`config.mk`:
```
export PLATFORM = sky130hd
export DESIGN_NAME = ibex_rf_wport_arbiter_flat
export DESIGN_NICKNAME = d
export VERILOG_FILES = /design/src/rtl/ibex_rf_wport_arbiter_pkg.sv /design/src/rtl/ibex_rf_wport_arbiter_if.sv /design/src/rtl/ibex_rf_wport_arbiter_fifo.sv /design/src/rtl/ibex_rf_wport_arbiter.sv /design/src/flat_wrapper.sv
export SDC_FILE = /design/constraint.sdc
export NUM_CORES = 1
export LEC_CHECK = 0
export BUFFER_PORTS_ARGS = -buffer_cell sky130_fd_sc_hd__buf_2
export CORE_MARGIN = 1.5
export CORE_UTILIZATION = 58
export CTS_CLUSTER_SIZE = 40
export DETAILED_ROUTE_END_ITERATION = 10
export GPL_TIMING_DRIVEN = 0
export PLACE_DENSITY = 0.85
export SETUP_SLACK_MARGIN = 0.3
export SYNTH_ARGS = -nofsm -noshare
export SYNTH_HDL_FRONTEND = slang
export SYNTH_SLANG_ARGS = --single-unit
```
`constraint.sdc`:
```
create_clock -name clk_i -period 5.65 [get_ports clk_i]
set_clock_uncertainty 0.1 [all_clocks]
set_input_delay 1.13 -clock clk_i [delete_from_list [all_inputs] [get_ports clk_i]]
set_output_delay 1.13 -clock clk_i [all_outputs]
set_load 0.05 [all_outputs]
```
`src/rtl/ibex_rf_wport_arbiter_pkg.sv`:
```
// Shared types for the register-file write-port arbiter and its load-data FIFO.
// Optional feature macro: IBEX_RF_ARB_LSU_BYPASS_EN (see ibex_rf_wport_arbiter.sv).
package ibex_rf_wport_arbiter_pkg;

   typedef enum logic [1:0] {
      RF_ARB_NONE = 2'd0,
      RF_ARB_LSU  = 2'd1,
      RF_ARB_ID   = 2'd2,
      RF_ARB_EXT  = 2'd3
   } rf_arb_src_e;

   typedef struct packed {
      logic [4:0]  waddr;
      logic [31:0] wdata;
   } rf_wr_req_t;

endpackage

```
`src/rtl/ibex_rf_wport_arbiter_if.sv`:
```
// Bundle of writer handshakes, hazard-check addresses and RF write port around the arbiter.
// master = writeback/LSU/EXT/RF side, slave = the arbiter.
interface ibex_rf_wport_arbiter_if;

   logic        rf_wport_stall_i;
   logic        id_valid_i;
   logic        id_ready_o;
   logic [4:0]  id_waddr_i;
   logic [31:0] id_wdata_i;
   logic        lsu_we_i;
   logic [4:0]  lsu_waddr_i;
   logic [31:0] lsu_wdata_i;
   logic        lsu_full_o;
   logic        ext_valid_i;
   logic        ext_ready_o;
   logic [4:0]  ext_waddr_i;
   logic [31:0] ext_wdata_i;
   logic [4:0]  rf_raddr_a_i;
   logic [4:0]  rf_raddr_b_i;
   logic        rf_rd_hazard_o;
   logic        rf_we_o;
   logic [4:0]  rf_waddr_o;
   logic [31:0] rf_wdata_o;
   logic        lsu_overflow_o;

   modport master (
      output rf_wport_stall_i, id_valid_i, id_waddr_i, id_wdata_i,
             lsu_we_i, lsu_waddr_i, lsu_wdata_i,
             ext_valid_i, ext_waddr_i, ext_wdata_i, rf_raddr_a_i, rf_raddr_b_i,
      input  id_ready_o, lsu_full_o, ext_ready_o, rf_rd_hazard_o,
             rf_we_o, rf_waddr_o, rf_wdata_o, lsu_overflow_o
   );

   modport slave (
      input  rf_wport_stall_i, id_valid_i, id_waddr_i, id_wdata_i,
             lsu_we_i, lsu_waddr_i, lsu_wdata_i,
             ext_valid_i, ext_waddr_i, ext_wdata_i, rf_raddr_a_i, rf_raddr_b_i,
      output id_ready_o, lsu_full_o, ext_ready_o, rf_rd_hazard_o,
             rf_we_o, rf_waddr_o, rf_wdata_o, lsu_overflow_o
   );

endinterface

```
`src/rtl/ibex_rf_wport_arbiter_fifo.sv`:
```
// ibex_rf_wr_fifo: synchronous FIFO for load write-backs with sticky overflow and per-entry
// valid/waddr taps used by the read-after-write hazard compare.
module ibex_rf_wr_fifo
   import ibex_rf_wport_arbiter_pkg::*;
#(
   parameter int unsigned Depth = 4,
   parameter type         req_t = rf_wr_req_t
) (
   input  logic             clk_i,
   input  logic             rst_i,
   input  logic             i_push,
   input  logic             i_pop,
   input  req_t             i_wdata,
   output req_t             o_rdata,
   output logic             o_full,
   output logic             o_empty,
   output logic             o_overflow,
   output logic [Depth-1:0] o_valid,
   output logic [4:0]       o_waddr [Depth]
);

   localparam int unsigned    PtrW    = $clog2(Depth);
   localparam logic [PtrW:0] FullCnt = (PtrW+1)'(Depth);

   logic [PtrW-1:0] r_wptr, r_rptr;
   logic [PtrW:0]   r_count;
   logic            r_overflow;
   req_t            r_mem [Depth];
   logic            w_push_ok, w_pop_ok;

   assign o_full     = (r_count == FullCnt);
   assign o_empty    = (r_count == '0);
   assign o_overflow = r_overflow;
   assign o_rdata    = r_mem[r_rptr];

   // A push into a full FIFO is only kept when the head leaves in the same cycle.
   assign w_push_ok = i_push & (~o_full | i_pop);
   assign w_pop_ok  = i_pop & ~o_empty;

   // NOTE: state uses non-blocking assignments so every flop samples pre-edge values.
   always_ff @(posedge clk_i) begin
      if (rst_i) begin
         r_wptr     <= '0;
         r_rptr     <= '0;
         r_count    <= '0;
         r_overflow <= 1'b0;
      end else begin
         if (w_push_ok) r_wptr <= r_wptr + 1'b1;
         if (w_pop_ok)  r_rptr <= r_rptr + 1'b1;
         unique case ({w_push_ok, w_pop_ok})
            2'b10:   r_count <= r_count + 1'b1;
            2'b01:   r_count <= r_count - 1'b1;
            default: r_count <= r_count;
         endcase
         if (i_push && o_full && !i_pop) r_overflow <= 1'b1;
      end
   end

   // NOTE: storage is not reset; occupancy is tracked by pointers/count, which are.
   always_ff @(posedge clk_i) begin
      if (w_push_ok) r_mem[r_wptr] <= i_wdata;
   end

   for (genvar i = 0; i < Depth; i++) begin : g_tap
      logic [PtrW-1:0] w_off;
      assign w_off      = PtrW'(i) - r_rptr;
      assign o_valid[i] = ({1'b0, w_off} < r_count);
      assign o_waddr[i] = r_mem[i].waddr;
   end

endmodule

```
`src/rtl/ibex_rf_wport_arbiter.sv`:
```
// Register-file write-port arbiter: LSU FIFO head > starved EXT > ID/EX > EXT.
// Build option IBEX_RF_ARB_LSU_BYPASS_EN lets a load into an empty FIFO write in the same cycle.
module ibex_rf_wport_arbiter
   import ibex_rf_wport_arbiter_pkg::*;
#(
   parameter int unsigned LsuDepth = 4,
   parameter int unsigned MaxWait  = 8
) (
   input  logic                     clk_i,
   input  logic                     rst_i,
   ibex_rf_wport_arbiter_if.slave   bus
);

   localparam int unsigned    WaitW   = $clog2(MaxWait + 1);
   localparam logic [WaitW-1:0] WaitMax = WaitW'(MaxWait);

   logic [WaitW-1:0] r_wait_cnt;
   rf_arb_src_e      w_src;
   rf_wr_req_t       w_lsu_req, w_head, w_req;
   logic             w_empty, w_full, w_overflow, w_bypass, w_push, w_pop, w_hazard;
   logic [LsuDepth-1:0] w_valid;
   logic [4:0]       w_ent_waddr [LsuDepth];

   assign w_lsu_req = '{waddr: bus.lsu_waddr_i, wdata: bus.lsu_wdata_i};

`ifdef IBEX_RF_ARB_LSU_BYPASS_EN
   assign w_bypass = ~rst_i & ~bus.rf_wport_stall_i & w_empty & bus.lsu_we_i;
`else
   assign w_bypass = 1'b0;
`endif

   assign w_push = bus.lsu_we_i & ~w_bypass;
   assign w_pop  = (w_src == RF_ARB_LSU) & ~w_empty;

   ibex_rf_wr_fifo #(
      .Depth (LsuDepth),
      .req_t (rf_wr_req_t)
   ) u_fifo (
      .clk_i      (clk_i),
      .rst_i      (rst_i),
      .i_push     (w_push),
      .i_pop      (w_pop),
      .i_wdata    (w_lsu_req),
      .o_rdata    (w_head),
      .o_full     (w_full),
      .o_empty    (w_empty),
      .o_overflow (w_overflow),
      .o_valid    (w_valid),
      .o_waddr    (w_ent_waddr)
   );

   // NOTE: every combinational output gets a default first so no latch is inferred.
   always_comb begin
      w_src = RF_ARB_NONE;
      if (!rst_i && !bus.rf_wport_stall_i) begin
         if (!w_empty || w_bypass)                           w_src = RF_ARB_LSU;
         else if (bus.ext_valid_i && r_wait_cnt == WaitMax)  w_src = RF_ARB_EXT;
         else if (bus.id_valid_i)                            w_src = RF_ARB_ID;
         else if (bus.ext_valid_i)                           w_src = RF_ARB_EXT;
      end
   end

   always_comb begin
      w_req = '0;
      unique case (w_src)
         RF_ARB_LSU: w_req = w_empty ? w_lsu_req : w_head;
         RF_ARB_ID:  w_req = '{waddr: bus.id_waddr_i, wdata: bus.id_wdata_i};
         RF_ARB_EXT: w_req = '{waddr: bus.ext_waddr_i, wdata: bus.ext_wdata_i};
         default:    w_req = '0;
      endcase
   end

   assign bus.rf_we_o     = (w_src != RF_ARB_NONE);
   assign bus.rf_waddr_o  = w_req.waddr;
   assign bus.rf_wdata_o  = w_req.wdata;
   assign bus.id_ready_o  = (w_src == RF_ARB_ID);
   assign bus.ext_ready_o = (w_src == RF_ARB_EXT);

   // Refusal counter: lets EXT overtake ID once it has been starved MaxWait cycles.
   always_ff @(posedge clk_i) begin
      if (rst_i)                                    r_wait_cnt <= '0;
      else if (!bus.ext_valid_i || bus.ext_ready_o) r_wait_cnt <= '0;
      else if (r_wait_cnt != WaitMax)               r_wait_cnt <= r_wait_cnt + 1'b1;
   end

   always_comb begin
      w_hazard = 1'b0;
      for (int i = 0; i < LsuDepth; i++) begin
         if (w_valid[i] &&
             ((w_ent_waddr[i] == bus.rf_raddr_a_i && bus.rf_raddr_a_i != 5'd0) ||
              (w_ent_waddr[i] == bus.rf_raddr_b_i && bus.rf_raddr_b_i != 5'd0)))
            w_hazard = 1'b1;
      end
   end

   assign bus.rf_rd_hazard_o = w_hazard & ~rst_i;
   assign bus.lsu_full_o     = w_full & ~rst_i;
   assign bus.lsu_overflow_o = w_overflow & ~rst_i;

endmodule

```
`src/flat_wrapper.sv`:
```
// flat-port wrapper written by rule: the top's interface ports become plain ports
module ibex_rf_wport_arbiter_flat import ibex_rf_wport_arbiter_pkg::*;
#(
   parameter int unsigned LsuDepth = 4,
   parameter int unsigned MaxWait  = 8
)
  (clk_i, rst_i, bus_rf_wport_stall_i, bus_id_valid_i, bus_id_waddr_i, bus_id_wdata_i, bus_lsu_we_i, bus_lsu_waddr_i, bus_lsu_wdata_i, bus_ext_valid_i, bus_ext_waddr_i, bus_ext_wdata_i, bus_rf_raddr_a_i, bus_rf_raddr_b_i, bus_id_ready_o, bus_lsu_full_o, bus_ext_ready_o, bus_rf_rd_hazard_o, bus_rf_we_o, bus_rf_waddr_o, bus_rf_wdata_o, bus_lsu_overflow_o);
  ibex_rf_wport_arbiter_if bus_i ();
  input  logic clk_i;
  input  logic rst_i;
  input wire logic [$bits(bus_i.rf_wport_stall_i)-1:0] bus_rf_wport_stall_i;
  input wire logic [$bits(bus_i.id_valid_i)-1:0] bus_id_valid_i;
  input wire logic [$bits(bus_i.id_waddr_i)-1:0] bus_id_waddr_i;
  input wire logic [$bits(bus_i.id_wdata_i)-1:0] bus_id_wdata_i;
  input wire logic [$bits(bus_i.lsu_we_i)-1:0] bus_lsu_we_i;
  input wire logic [$bits(bus_i.lsu_waddr_i)-1:0] bus_lsu_waddr_i;
  input wire logic [$bits(bus_i.lsu_wdata_i)-1:0] bus_lsu_wdata_i;
  input wire logic [$bits(bus_i.ext_valid_i)-1:0] bus_ext_valid_i;
  input wire logic [$bits(bus_i.ext_waddr_i)-1:0] bus_ext_waddr_i;
  input wire logic [$bits(bus_i.ext_wdata_i)-1:0] bus_ext_wdata_i;
  input wire logic [$bits(bus_i.rf_raddr_a_i)-1:0] bus_rf_raddr_a_i;
  input wire logic [$bits(bus_i.rf_raddr_b_i)-1:0] bus_rf_raddr_b_i;
  output wire logic [$bits(bus_i.id_ready_o)-1:0] bus_id_ready_o;
  output wire logic [$bits(bus_i.lsu_full_o)-1:0] bus_lsu_full_o;
  output wire logic [$bits(bus_i.ext_ready_o)-1:0] bus_ext_ready_o;
  output wire logic [$bits(bus_i.rf_rd_hazard_o)-1:0] bus_rf_rd_hazard_o;
  output wire logic [$bits(bus_i.rf_we_o)-1:0] bus_rf_we_o;
  output wire logic [$bits(bus_i.rf_waddr_o)-1:0] bus_rf_waddr_o;
  output wire logic [$bits(bus_i.rf_wdata_o)-1:0] bus_rf_wdata_o;
  output wire logic [$bits(bus_i.lsu_overflow_o)-1:0] bus_lsu_overflow_o;
  assign bus_i.rf_wport_stall_i = bus_rf_wport_stall_i;
  assign bus_i.id_valid_i = bus_id_valid_i;
  assign bus_i.id_waddr_i = bus_id_waddr_i;
  assign bus_i.id_wdata_i = bus_id_wdata_i;
  assign bus_i.lsu_we_i = bus_lsu_we_i;
  assign bus_i.lsu_waddr_i = bus_lsu_waddr_i;
  assign bus_i.lsu_wdata_i = bus_lsu_wdata_i;
  assign bus_i.ext_valid_i = bus_ext_valid_i;
  assign bus_i.ext_waddr_i = bus_ext_waddr_i;
  assign bus_i.ext_wdata_i = bus_ext_wdata_i;
  assign bus_i.rf_raddr_a_i = bus_rf_raddr_a_i;
  assign bus_i.rf_raddr_b_i = bus_rf_raddr_b_i;
  assign bus_id_ready_o = bus_i.id_ready_o;
  assign bus_lsu_full_o = bus_i.lsu_full_o;
  assign bus_ext_ready_o = bus_i.ext_ready_o;
  assign bus_rf_rd_hazard_o = bus_i.rf_rd_hazard_o;
  assign bus_rf_we_o = bus_i.rf_we_o;
  assign bus_rf_waddr_o = bus_i.rf_waddr_o;
  assign bus_rf_wdata_o = bus_i.rf_wdata_o;
  assign bus_lsu_overflow_o = bus_i.lsu_overflow_o;
  ibex_rf_wport_arbiter #(.LsuDepth(LsuDepth), .MaxWait(MaxWait)) u_core (.clk_i(clk_i), .rst_i(rst_i), .bus(bus_i));
endmodule
```
Word-level counts from Yosys, hierarchy flattened
Memory sizes are Yosys's and may differ from the RTL's. A register that Yosys moved wholly into a read port is not among the register bits.
Cells that the tools add are included.
- register bits after elaboration: 12
- RAM bits: 148
- input port bits: 127
- output and inout bits: 43
- word-level logic and storage cells: 92
- memories: 1
- memory list (name ; depth ; bits a word ; rd ports ; clocked after memory_dff ; wr ports ; line ; source):
    u_core.u_fifo.r_mem ; 4 ; 37 ; 5 ; 1 ; 1 ; ibex_rf_wport_arbiter_fifo.sv:28 ; req_t r_mem [Depth];
- add/subtract/negate cells: 9
- order comparisons: 4
- equal/unequal tests: 16
- muxes and demuxes: 16
- bitwise operators: 10
- reductions and logical operators: 31
- operator list (operator ; number):
    37-bit one-hot mux with 3 select lines ; 1
    5-bit equality test ; 8
    37-bit two-way mux ; 1
    1-bit logical AND ; 16
    2-bit two-way mux ; 7
    2-bit by 3-bit less-than comparator with 1-bit output ; 4
    5-bit nonzero test ; 2
    1-bit bitwise AND ; 6
    2-bit equality test (second input constant) ; 3
    1-bit two-way mux ; 6
    3-bit one-hot mux with 2 select lines ; 1
    1-bit logical OR ; 5
    2-bit by 1-bit adder with 2-bit output (second input constant) ; 2
    4-bit by 1-bit adder with 4-bit output (second input constant) ; 1
    2-bit by 1-bit equality test with 1-bit output (second input constant) ; 2
    4-bit equality test (second input constant) ; 1
    1-bit zero test ; 4
    4-bit != test (second input constant) ; 1
    2-bit nonzero test ; 2
    1-bit by 2-bit subtractor with 2-bit output (first input constant) ; 2
    2-bit subtractor (first input constant) ; 2
    3-bit by 1-bit adder with 3-bit output (second input constant) ; 1
    3-bit equality test (second input constant) ; 1
    3-bit zero test ; 1
    other kinds (4) ; 6

Depth between registers and ports, before layout
Gate-level depths: netlist (run 1).
- depth in word-level cells: 11
- depth in mapped cells: 10
- depth with buffers taken out: 10

Hierarchy
A second synthesis (run 1) with hierarchy kept.
- cell total of the unflattened synthesis: 481
- area, all modules: 7577.3 um^2
- by module, submodules not included (module ; instances ; cells each ; area each (um^2) ; sequential area each (um^2)):
    ibex_rf_wr_fifo ; 1 ; 288 ; 6178.4 ; 4644.5
    ibex_rf_wport_arbiter ; 1 ; 193 ; 1398.8 ; 80.1

Least setup slack after synthesis (run 1)
No wires, ideal clock.
- path kind: input -> output
- start: in bus_rf_raddr_a_i[2]
- end: out bus_rf_rd_hazard_o
- arrival: 2848 ps
- data required time: 4420 ps
- path slack: 1572 ps
- stages: 6
- buffers on the path: 1
- path through: clkbuf_1 > or4_1 > nor2_2 > nor4_1 > o22ai_1 > a41oi_1
- cells in the longest elaborated chain, start to end: 9
- elaborated cells on any way between the ends: 22
- those cells by class: eq/ne (4); mux (4); bitwise (1); reduce/logical (13)
- ends and longest elaborated chain (element ; line ; source):
    start: declaration ; flat_wrapper.sv:21 ; input wire logic [$bits(bus_i.rf_raddr_a_i)-1:0] bus_rf_raddr_a_i;
    5-bit equality test / 5-bit nonzero test (equally long branches) ; ibex_rf_wport_arbiter.sv:90 ; ((w_ent_waddr[i] == bus.rf_raddr_a_i && bus.rf_raddr_a_i != 5'd0) ||
    1-bit logical AND ; ibex_rf_wport_arbiter.sv:90 ;
    1-bit logical OR ; ibex_rf_wport_arbiter.sv:90 ;
    1-bit logical AND ; ibex_rf_wport_arbiter.sv:89 ; if (w_valid[i] &&
    1-bit two-way mux (3 in series) ; ibex_rf_wport_arbiter.sv:89 ;
    1-bit two-way mux (*) ; ibex_rf_wport_arbiter.sv:89 ;
    1-bit bitwise AND (*) ; ibex_rf_wport_arbiter.sv:96 ; assign bus.rf_rd_hazard_o = w_hazard & ~rst_i;
    end: declaration ; flat_wrapper.sv:26 ; output wire logic [$bits(bus_i.rf_rd_hazard_o)-1:0] bus_rf_rd_hazard_o;
Mark *: on every way between the ends. The rest lies on a longest branch, timed or not.

Worst setup path after layout (run 1)
- start: in bus_rf_wport_stall_i
- end: out bus_rf_wdata_o[28]
- cells in the longest elaborated chain, start to end: 5
- elaborated cells on any way between the ends: 7
- those cells by class: eq/ne (3); mux (2); reduce/logical (2)
- ends and longest elaborated chain (element ; line ; source):
    start: declaration ; flat_wrapper.sv:11 ; input wire logic [$bits(bus_i.rf_wport_stall_i)-1:0] bus_rf_wport_stall_i;
    1-bit zero test (*) ; ibex_rf_wport_arbiter.sv:55 ; if (!rst_i && !bus.rf_wport_stall_i) begin
    1-bit logical AND (*) ; ibex_rf_wport_arbiter.sv:55 ;
    2-bit two-way mux (*) ; ibex_rf_wport_arbiter.sv:55 ;
    2-bit equality test / 2-bit by 1-bit equality test with 1-bit output (equally long branches) ; ibex_rf_wport_arbiter.sv:65 ; unique case (w_src)
    37-bit one-hot mux with 3 select lines (*) ; ibex_rf_wport_arbiter.sv:65 ;
    end: declaration ; flat_wrapper.sv:29 ; output wire logic [$bits(bus_i.rf_wdata_o)-1:0] bus_rf_wdata_o;
Marked as above.

==> out/results.txt, run 1 <==
Slew HR: 52.2%
first-pass GRT wire length: 26300 µm
RSZ-0062 raised after global routing: no
Comb pwr share: 20.6%
Flop pwr share: 45.1%
Boundary Pins: 170
DRT iter0 DRCs: 433
dpl ws: 1.61 ns
Tot GR Track Use: 28.0%
worst endpoint data arrival time: 2.82 ns
clk sinks: 162
vias in the first global route: 4821
Crit Path Category: in -> out
fin worst setup slack: 1.60 ns
pin count of the biggest net entering global routing: 33
most common cell after layout, fill and taps aside: buf_2
root buffer cell: clkbuf_16
Post-CTS Resized: 0
fraction of layout cells with a size suffix above 1: 36.9%
DRC errors left: 0
Worst Path Max Fanout: 10
Clk Latency, worst-skew pair: 0.43 ns
max_cap viols: 0
final global-route overflow total: 0
PortBufs: 159
fin nets: 809
Final Hold Vio Count: 0
Clock Path Buffers: 2
LEAKAGE: 3.45 nW
Unique masters post-synth: 39
clock network fraction of design power: 34.3%
critical path startpoint category: primary input
setup violators final: 0
placed wire-length estimate: 11900 µm
Syn-to-layout area delta: 22.5%
status: finished, final reports clean
drt pass-1 iters: 5
Synthesis Warnings: 0
vias after detailed routing: 4952
cts bufs inserted: 17
CTS clk-pin slew, worst paths: 0.06 ns
hold buffer count at CTS: 0
Post-Syn Instances: 488
die area: 13400 µm²
DIE HEIGHT: 116 µm
Pins Over Slew Limit: 0
Placeable Area: 12200 µm²
final period utilization: 71.6%
number of H-tree levels: 4
Req. time, crit path: 4.42 ns
commonest non-fill, non-tap cells in the layout: buf_2 (170), edfxtp_1 (148), nand2_1 (81)
Worst-Margin Slew: 0.716 ns
Tmin final: 4.05 ns
Worst Hold Class: reg -> reg
CTS tree: done
max incr delay on CP: 0.56 ns
switching pwr: 0.000896 W
VDD IR max: 0.279 mV
Cell Rows: 40
post-CTS repair timing setup buffer count: 0
FF+latch count, synth: 162
Initial Util: 60.4%
syn_nets: 627
CP most frequent cell: buf_2
DR WL/cell: 20.6 µm
final setup TNS: 0 ns
sequential share of the synthesized area: 64.3%
Post-Syn Area: 7350 µm²
cell breakdown of the critical path: buf_2 > nor3b_2 > clkbuf_1 > a22oi_1 > nand2_1 > buf_2
RD Place Congestion: 0.872
Int Power: 0.00228 W
Fill cells: 778
vias per cell: 5.81
Power Dens Cells: 352 nW/µm²
initial antenna violation count: 3
Routed WL: 17500 µm
ANT nets after route: 0
fmax: 247 MHz
Die X: 116 µm
Worst Setup End Kind: primary output
Slowest-stage cell, CP: clkbuf_1
synthesized area per cell: 15.1 µm²
Switching Fraction: 28.2%
## flip-flops by register name (all words and copies together) (netlist names), named ones only
name,flops
u_core.u_fifo.r_mem,148
u_core.r_wait_cnt,4
u_core.u_fifo.r_count,3
u_core.u_fifo.r_rptr,2
u_core.u_fifo.r_wptr,2
u_core.u_fifo.o_overflow,1
## layer usage
layer	track usage [%]	share of wire (%)	wire length, µm
met1	35.8	39	6880
met3	8.05	7.9	1390
met5	0	0.15	27
met4	10.0	1.8	316
met2	46.2	51	8930
## power by group through the flow
stage          registers, W  logic, W  clock network [W]
2_1_floorplan       0.00144  0.000458                  0
3_3_place_gp        0.00145  0.000620                  0
3_5_place_dp        0.00145  0.000653                  0
4_1_cts             0.00143  0.000657            0.00110
5_1_grt             0.00144  0.000697            0.00115
6_report            0.00143  0.000654            0.00109
## final timing paths
check,from,endpoint,slack [ns],cells past startpoint
setup / recovery,bus_rf_wport_stall_i,bus_rf_wdata_o[28],1.60,6
hold / removal,u_core.u_fifo.r_count[1],u_core.u_fifo.r_count[1],0.44,2
setup reg to reg,u_core.u_fifo.r_count[2],u_core.u_fifo.r_count[2],2.39,9
hold reg to reg,u_core.u_fifo.r_count[1],u_core.u_fifo.r_count[1],0.44,2
## through the flow
stage | hold slack (ns) | std cells | area [µm²] | util (%) | power, W
2_1_floorplan | 0.362 | 488 | 7350 | - | 0.00190
6_report | 0.443 | 853 | 9000 | 74.0 | 0.00317
4_1_cts | 0.428 | 851 | 9000 | 74.0 | 0.00319
3_5_place_dp | 0.420 | 819 | 8450 | 69.4 | 0.00211
3_3_place_gp | 0.376 | 815 | 8350 | 68.7 | 0.00207
5_1_grt | 0.469 | 851 | 9000 | 74.0 | 0.00328
## worst max-delay path, delay by kind of cell
kind | cells | cell delay, ns
buffers and inverters | 3 | 0.94
AO/OA/AOI/OAI | 1 | 0.21
AND/OR/NAND/NOR | 2 | 0.52
## kinds of logic (layout without fill, tap and decap cells)
group	after synthesis	in the layout	share of synthesized area [%]
other	0	2	0
AO/OA/AOI/OAI	52	52	4.99
flip-flops	162	162	64.3
AND/OR/NAND/NOR	133	133	8.29
multiplexers	38	38	11.5
buffers and inverters	42	237	2.95
XOR/XNOR	49	49	5.84
adder cells (fa/ha/maj)	12	12	2.15
## cells in the mapped netlist, drive strengths merged
cell type | n | area share (%)
a21oi | 7 | 0.48
a22oi | 37 | 3.8
a41oi | 1 | 0.12
and2 | 4 | 0.34
and3 | 2 | 0.24
and3b | 1 | 0.12
buf | 18 | 1.7
clkbuf | 14 | 0.72
dfxtp | 14 | 3.8
edfxtp | 148 | 60
fa | 1 | 0.27
ha | 11 | 1.9
inv | 10 | 0.51
mux2i | 1 | 0.14
mux4 | 37 | 11
nand2 | 81 | 4.1
nand2b | 1 | 0.085
nand3 | 10 | 0.68
nand3b | 1 | 0.10
nor2 | 14 | 0.75
nor2b | 1 | 0.085
nor3 | 4 | 0.34
nor3b | 1 | 0.17
nor4 | 8 | 0.68
o21a | 1 | 0.10
o21ai | 1 | 0.068
o21bai | 1 | 0.10
o22ai | 4 | 0.34
or3 | 2 | 0.24
or3b | 1 | 0.12
or4 | 2 | 0.20
xnor2 | 30 | 3.6
xor2 | 19 | 2.3
## area by class of cell
cell class | count | area, µm² | area share (%)
Antenna cell | 2 | 5.00 | 0.0556
Buffer | 32 | 179 | 1.99
Clock buffer | 20 | 437 | 4.85
Clock inverter | 12 | 115 | 1.28
Inverter | 10 | 37.5 | 0.417
Multi-Input combinational cell | 284 | 2410 | 26.8
Sequential cell | 162 | 4720 | 52.5
Tap cell | 168 | 210 | 2.33
Timing Repair Buffer | 163 | 883 | 9.81
Power figures use the tool's default switching activity.
==> run 2: changes to the inputs <==
--- a/config.mk
+++ b/config.mk
@@ -7,11 +7,11 @@
 export LEC_CHECK = 0
 export BUFFER_PORTS_ARGS = -buffer_cell sky130_fd_sc_hd__buf_2
 export CORE_MARGIN = 1.5
-export CORE_UTILIZATION = 58
+export CORE_UTILIZATION = 49
 export CTS_CLUSTER_SIZE = 40
 export DETAILED_ROUTE_END_ITERATION = 10
 export GPL_TIMING_DRIVEN = 0
-export PLACE_DENSITY = 0.85
+export PLACE_DENSITY = 0.77
 export SETUP_SLACK_MARGIN = 0.3
 export SYNTH_ARGS = -nofsm -noshare
 export SYNTH_HDL_FRONTEND = slang
==> constraint.sdc (replaced) <==
create_clock -name clk_i -period 3.51 [get_ports clk_i]
set_clock_uncertainty 0.1 [all_clocks]
set_input_delay 0.702 -clock clk_i [delete_from_list [all_inputs] [get_ports clk_i]]
set_output_delay 0.702 -clock clk_i [all_outputs]
set_load 0.05 [all_outputs]
==> run 2 against run 1 <==
Net effect: sequential cell count did not move; clock power rose by 69%; utilization fell by 11 points; combinational power rose by 70%; non-clock buffer count rose by 2; first-iteration DRC count fell by 20%; largest cell class unchanged; cell count rose by 2.2%.
==> out/results.txt, run 2 (synthesis results as in run 1) <==
die area: 15700 µm²
placed insts: 835
Placeable Area: 14600 µm²
vias after detailed routing: 4827
Pins Over Slew Limit: 0
DRT iter0 DRCs: 345
final global-route overflow total: 0
PortBufs: 159
dpl ws: 0.172 ns
Initial Util: 50.4%
Fill cells: 1060
worst endpoint data arrival time: 2.30 ns
min-delay src: bus_lsu_wdata_i[8]
Crit Reg-Reg Endpoint: u_core.u_fifo.r_count[2]
most common cell after layout, fill and taps aside: edfxtp_1
Die X: 125 µm
hold buffer count at CTS: 0
ANT nets after route: 0
R2R cell count: 10
placed wire-length estimate: 11800 µm
CTS tree: done
DRC errors left: 0
Worst Setup SP: bus_rf_raddr_a_i[2]
status: finished, final reports clean
Worst-Margin Slew: 0.556 ns
initial antenna violation count: 3
Syn-to-layout area delta: 26.1%
register with the most flip-flops: u_core.u_fifo.r_mem
flop2flop setup slack: 0.74 ns
fmax: 322 MHz
final period utilization: 88.5%
RSZ-0062 raised after global routing: no
Comb pwr share: 21.1%
fin worst setup slack: 0.405 ns
Largest regs: u_core.u_fifo.r_mem x148, u_core.r_wait_cnt x4, u_core.u_fifo.r_count x3
vias in the first global route: 4883
critical path startpoint category: primary input
RD Place Congestion: 0.874
clock network fraction of design power: 35.1%
fin nets: 811
fraction of layout cells with a size suffix above 1: 39.7%
Routed WL: 16900 µm
Finished Core Util: 63.5%
Flop pwr share: 43.8%
drt pass-1 iters: 5
hold-critical path depth: 1
commonest non-fill, non-tap cells in the layout: edfxtp_1 (148), buf_2 (143), nand2_1 (81)
Int Power: 0.00375 W
Tmin final: 3.11 ns
max_cap viols: 0
Clock Path Buffers: 2
Cell Rows: 44
VDD IR max: 0.661 mV
final setup TNS: 0 ns
setup violators final: 0
switching pwr: 0.00150 W
vias per cell: 5.54
pin count of the biggest net entering global routing: 24
WHS Endpoint: u_core.u_fifo.r_mem[3][8]
clk sinks: 162
Slew HR: 62.9%
WHS: 0.385 ns
final cell count without fillers: 872
first-pass GRT wire length: 25800 µm
CTS clk-pin slew, worst paths: 0.07 ns
DIE HEIGHT: 125 µm
Worst Hold Class: in -> reg
Final Hold Vio Count: 0
Switching Fraction: 28.6%
Boundary Pins: 170
max reg flops: 148
Crit Path Category: in -> out
number of H-tree levels: 4
LEAKAGE: 3.52 nW
Tot GR Track Use: 22.0%
Req. time, crit path: 2.71 ns
Power Dens Cells: 566 nW/µm²
Worst Path Max Fanout: 5
cts bufs inserted: 17
Reg-to-Reg Start: u_core.u_fifo.r_count[2]
Worst Setup End Kind: primary output
DR WL/cell: 19.4 µm
Clk Latency, worst-skew pair: 0.42 ns
root buffer cell: clkbuf_16
[run 2: cell types whose count changed in the layout (fill, tap and decap cells not counted), sizes merged]
cell / before / now
clkinvlp: 1 / 2
buf: 181 / 171
diode: 2 / 3
clkbuf: 34 / 43
inv: 11 / 17
clkinv: 8 / 4
[run 2: final cells by class]
class | count | area [µm²] | share of cell area (%)
sequential | 162 | 4730 | 51.0
multi-input combinational | 284 | 2450 | 26.4
timing repair buffer | 165 | 991 | 10.7
clock buffer | 17 | 425 | 4.59
tap | 184 | 230 | 2.49
buffer | 32 | 226 | 2.44
clock inverter | 15 | 170 | 1.84
inverter | 10 | 37.5 | 0.405
antenna | 3 | 7.51 | 0.0810
[run 2: worst max path at each step]
stage	to	slack, ns	cells past startpoint
finish	bus_rf_rd_hazard_o	0.40	7
global placement	u_core.u_fifo.r_mem[1][8]	-0.21	4
CTS	bus_rf_waddr_o[4]	0.27	6
global route	bus_rf_wdata_o[1]	0.28	8
detailed placement	u_core.u_fifo.r_count[2]	0.17	9
floorplan	bus_rf_rd_hazard_o	0.56	6
[run 2: timing repair]
action | 4_1_cts | 5_1_grt
endpoints found under the setup margin | 30 | 38
setup buffers | 0 | 2
resized for setup | 13 | 47
[run 2: worst max-delay path, cell delays in order]
cell and delay (ns):
clkbuf_1 0.17, or4_1 0.55, nor2_2 0.17, nor4_1 0.10, o22ai_1 0.21, a41oi_2 0.16
buf_2 0.25
[run 2: power by group through the flow]
stage                     Clock (W)  Sequential, W  Combinational, W
final                       0.00184        0.00230           0.00111
after global routing        0.00194        0.00231           0.00119
after CTS                   0.00187        0.00229           0.00106
after floorplan                   0        0.00232          0.000738
after detailed placement          0        0.00234           0.00105
after global placement            0        0.00233          0.000997
[run 2: stage by stage]
| step | total power [W] | area (µm²) |
|---|---|---|
| 2_1_floorplan | 0.00306 | 7350 |
| 3_3_place_gp | 0.00333 | 8380 |
| 3_5_place_dp | 0.00338 | 8470 |
| 4_1_cts | 0.00522 | 9100 |
| 5_1_grt | 0.00544 | 9260 |
| 6_report | 0.00525 | 9260 |
[run 2: routing by layer]
layer  global-route usage, %  routed length (µm)  vias to the layer above
met5                       0                   0                        -
met4                    8.36                 303                        0
met3                    6.38                1270                       28
met2                    35.9                8450                      208
met1                    27.9                6880                     2367
li1                        -                   -                     2224
==> run 3: changes to the inputs <==
--- a/config.mk
+++ b/config.mk
@@ -5,9 +5,10 @@
 export SDC_FILE = /design/constraint.sdc
 export NUM_CORES = 1
 export LEC_CHECK = 0
+export ABC_AREA = 1
 export BUFFER_PORTS_ARGS = -buffer_cell sky130_fd_sc_hd__buf_2
 export CORE_MARGIN = 1.5
-export CORE_UTILIZATION = 49
+export CORE_UTILIZATION = 50
 export CTS_CLUSTER_SIZE = 40
 export DETAILED_ROUTE_END_ITERATION = 10
 export GPL_TIMING_DRIVEN = 0
@@ -16,3 +17,4 @@
 export SYNTH_ARGS = -nofsm -noshare
 export SYNTH_HDL_FRONTEND = slang
 export SYNTH_SLANG_ARGS = --single-unit
+export TNS_END_PERCENT = 20
==> run 3 against run 2 <==
Net effect: clock-buffer cell count grew 6; synthesized cell count grew 82%; utilization grew 0.31 points; routed wire length grew 34%; largest cell class unchanged.
==> out/results.txt, run 3 <==
Slew HR: 48.6%
DIE HEIGHT: 131 µm
ys async rst share: 0%
DRT iter0 DRCs: 638
Post-Syn Area: 8220 µm²
Placed Area: 9400 µm²
Clk Latency, worst-skew pair: 0.44 ns
Routed WL: 22600 µm
sequential share of the synthesized area: 57.5%
PortBufs: 159
Clock Path Buffers: 2
Commonest cells post-synth: nand2_1 (248), edfxtp_1 (148), nor2_1 (137)
Comb pwr share: 20.5%
synthesized area per cell: 9.25 µm²
Slowest-stage cell, CP: dfxtp_1
worst endpoint data arrival time: 2.35 ns
max reg flops: 148
synth top area cells: edfxtp_1 (54%), nand2_1 (11%), nor2_1 (6.3%), nand3_1 (4.6%), o211ai_1 (3.7%)
Synthesis Warnings: 0
vias per cell: 5.39
Final Hold Vio Count: 0
clk sinks: 162
CTS tree: done
Syn-to-layout area delta: 23.8%
root buffer cell: clkbuf_16
fin nets: 1213
max incr delay on CP: 0.38 ns
ANT nets after route: 0
DR WL/cell: 17.3 µm
fmax: 317 MHz
final global-route overflow total: 0
switching pwr: 0.00150 W
pin count of the biggest net entering global routing: 25
Unique masters post-synth: 34
Flop pwr share: 43.2%
Post-synth EDFFs: 148
Pins Over Slew Limit: 0
LEAKAGE: 4.17 nW
vias after detailed routing: 7034
Tmin final: 3.16 ns
RSZ-0062 raised after global routing: yes
post-synth top area share: 54.1%
Worst Setup End Kind: primary output
vias in the first global route: 6823
Placeable Area: 15900 µm²
FF+latch count, synth: 162
dpl ws: 0.456 ns
Req. time, crit path: 2.71 ns
Fill cells: 1317
setup violators final: 0
clock network fraction of design power: 36.3%
most common cell in the netlist: nand2_1
Boundary Pins: 170
Post-Syn Instances: 888
Worst Path Max Fanout: 10
max_cap viols: 0
status: finished, final reports clean
register area: 4720 µm²
Die X: 131 µm
Largest regs: u_core.u_fifo.r_mem x148, u_core.r_wait_cnt x4, u_core.u_fifo.r_count x3
WP buf/inv: 4
cts bufs inserted: 17
die area: 17200 µm²
Initial Util: 51.5%
Int Power: 0.00368 W
Tot GR Track Use: 26.5%
most common cell after layout, fill and taps aside: nand2_1
Worst Hold Class: in -> reg
syn_nets: 1027
critical path startpoint category: register
DRC errors left: 0
footprint of the multi-input gates: 3110 µm²
number of H-tree levels: 4
VDD IR max: 0.332 mV
register with the most flip-flops: u_core.u_fifo.r_mem
first-pass GRT wire length: 35300 µm
drt pass-1 iters: 5
placed wire-length estimate: 15300 µm
fraction of layout cells with a size suffix above 1: 22.9%
commonest non-fill, non-tap cells in the layout: nand2_1 (247), edfxtp_1 (148), nor2_1 (133)
Cell Rows: 46
initial antenna violation count: 3
RD Place Congestion: 0.843
Power Dens Cells: 509 nW/µm²
critical path's top delay family: buffers and inverters
final instance area: 10200 µm²
Worst-Margin Slew: 0.769 ns
cell breakdown of the critical path: inv_1 > ha_1 > nand3_2 > nand2_2 > a21oi_2 > buf_4 > buf_6 > nand2_1 > nand3_1 > buf_2
post-synth top area cell: edfxtp_1
CTS clk-pin slew, worst paths: 0.07 ns
fin worst setup slack: 0.355 ns
Crit Path Category: reg -> out
ys flop type: edfxtp_1
Switching Fraction: 28.9%
final period utilization: 89.9%
==> run 3: changes by cell type after synthesis, sizes merged, moves of 7 or more <==
cell	delta
nand2	+172
nor4	-8
a22oi	-37
buf	+7
a21oi	+14
mux4	-37
clkbuf	+13
o21ai	+46
o211ai	+42
nand3	+68
xnor2	-15
nor2	+126
inv	+32
==> run 3: metal layers <==
| metal | wire length (µm) | vias up | part of all wire, % | global-route usage [%] |
|---|---|---|---|---|
| li1 | - | 3372 | - | - |
| met1 | 9100 | 3292 | 40 | 33.3 |
| met2 | 11200 | 320 | 50 | 45.8 |
| met3 | 1640 | 48 | 7.2 | 4.28 |
| met4 | 662 | 2 | 2.9 | 11.0 |
| met5 | 13 | - | 0.057 | 0 |
==> run 3: power by group through the flow <==
| stage | Clock, W | Sequential, W | Combinational [W] |
|---|---|---|---|
| after global routing | 0.00196 | 0.00224 | 0.00115 |
| after floorplan | 0 | 0.00227 | 0.000668 |
| after CTS | 0.00190 | 0.00223 | 0.00104 |
| after detailed placement | 0 | 0.00227 | 0.00101 |
| after global placement | 0 | 0.00228 | 0.000962 |
| final | 0.00188 | 0.00224 | 0.00106 |
==> run 3: logic make-up (layout without fill, tap and decap cells) <==
logic type	count (synthesis)	in the layout	share of synthesized area, %
compound gates	111	111	8.35
xor+xnor	31	31	3.30
fa+ha+maj	12	12	1.92
buf+inv	94	293	5.13
flops	162	162	57.5
mux	1	1	0.122
other cells	0	2	0
simple gates	477	477	23.7
==> run 3: worst paths after layout <==
check | start | endpoint | slack [ns] | cells past startpoint
max | u_core.r_wait_cnt[0] | bus_rf_wdata_o[17] | 0.35 | 10
min | bus_lsu_wdata_i[8] | u_core.u_fifo.r_mem[2][8] | 0.40 | 1
max reg2reg | u_core.r_wait_cnt[0] | u_core.u_fifo.r_count[2] | 0.46 | 17
min reg2reg | u_core.u_fifo.r_wptr[1] | u_core.u_fifo.r_wptr[1] | 0.41 | 2
==> run 3: layout make-up <==
cell class | count | share of cell area [%]
multi-input cells | 632 | 30.6
flip-flops and latches | 162 | 46.4
inverters | 42 | 1.65
well taps | 216 | 2.66
plain buffers | 52 | 2.84
clock buffers | 23 | 4.60
repair buffers | 167 | 9.86
clock inverters | 9 | 1.29
diodes | 2 | 0.0492
==> run 3: per-stage QoR <==
| step | power (W) | hold slack [ns] | util (%) | setup TNS [ns] | std cells |
|---|---|---|---|---|---|
| after floorplan | 0.00294 | 0.373 | - | -0.840 | 888 |
| after detailed placement | 0.00328 | 0.401 | 59.0 | 0 | 1267 |
| final | 0.00518 | 0.397 | 63.8 | 0 | 1305 |
| after global placement | 0.00324 | 0.393 | 58.2 | -197.17 | 1263 |
| after global routing | 0.00536 | 0.393 | 63.8 | 0 | 1304 |
| after CTS | 0.00517 | 0.383 | 63.3 | 0 | 1301 |
==> run 3: timing repair <==
item,in CTS,in global routing
buffers inserted,2,2
hold buffers,0,0
endpoints found under the hold margin,0,0
resized for setup,29,32
endpoints found under the setup margin,30,39
pin swaps,0,2
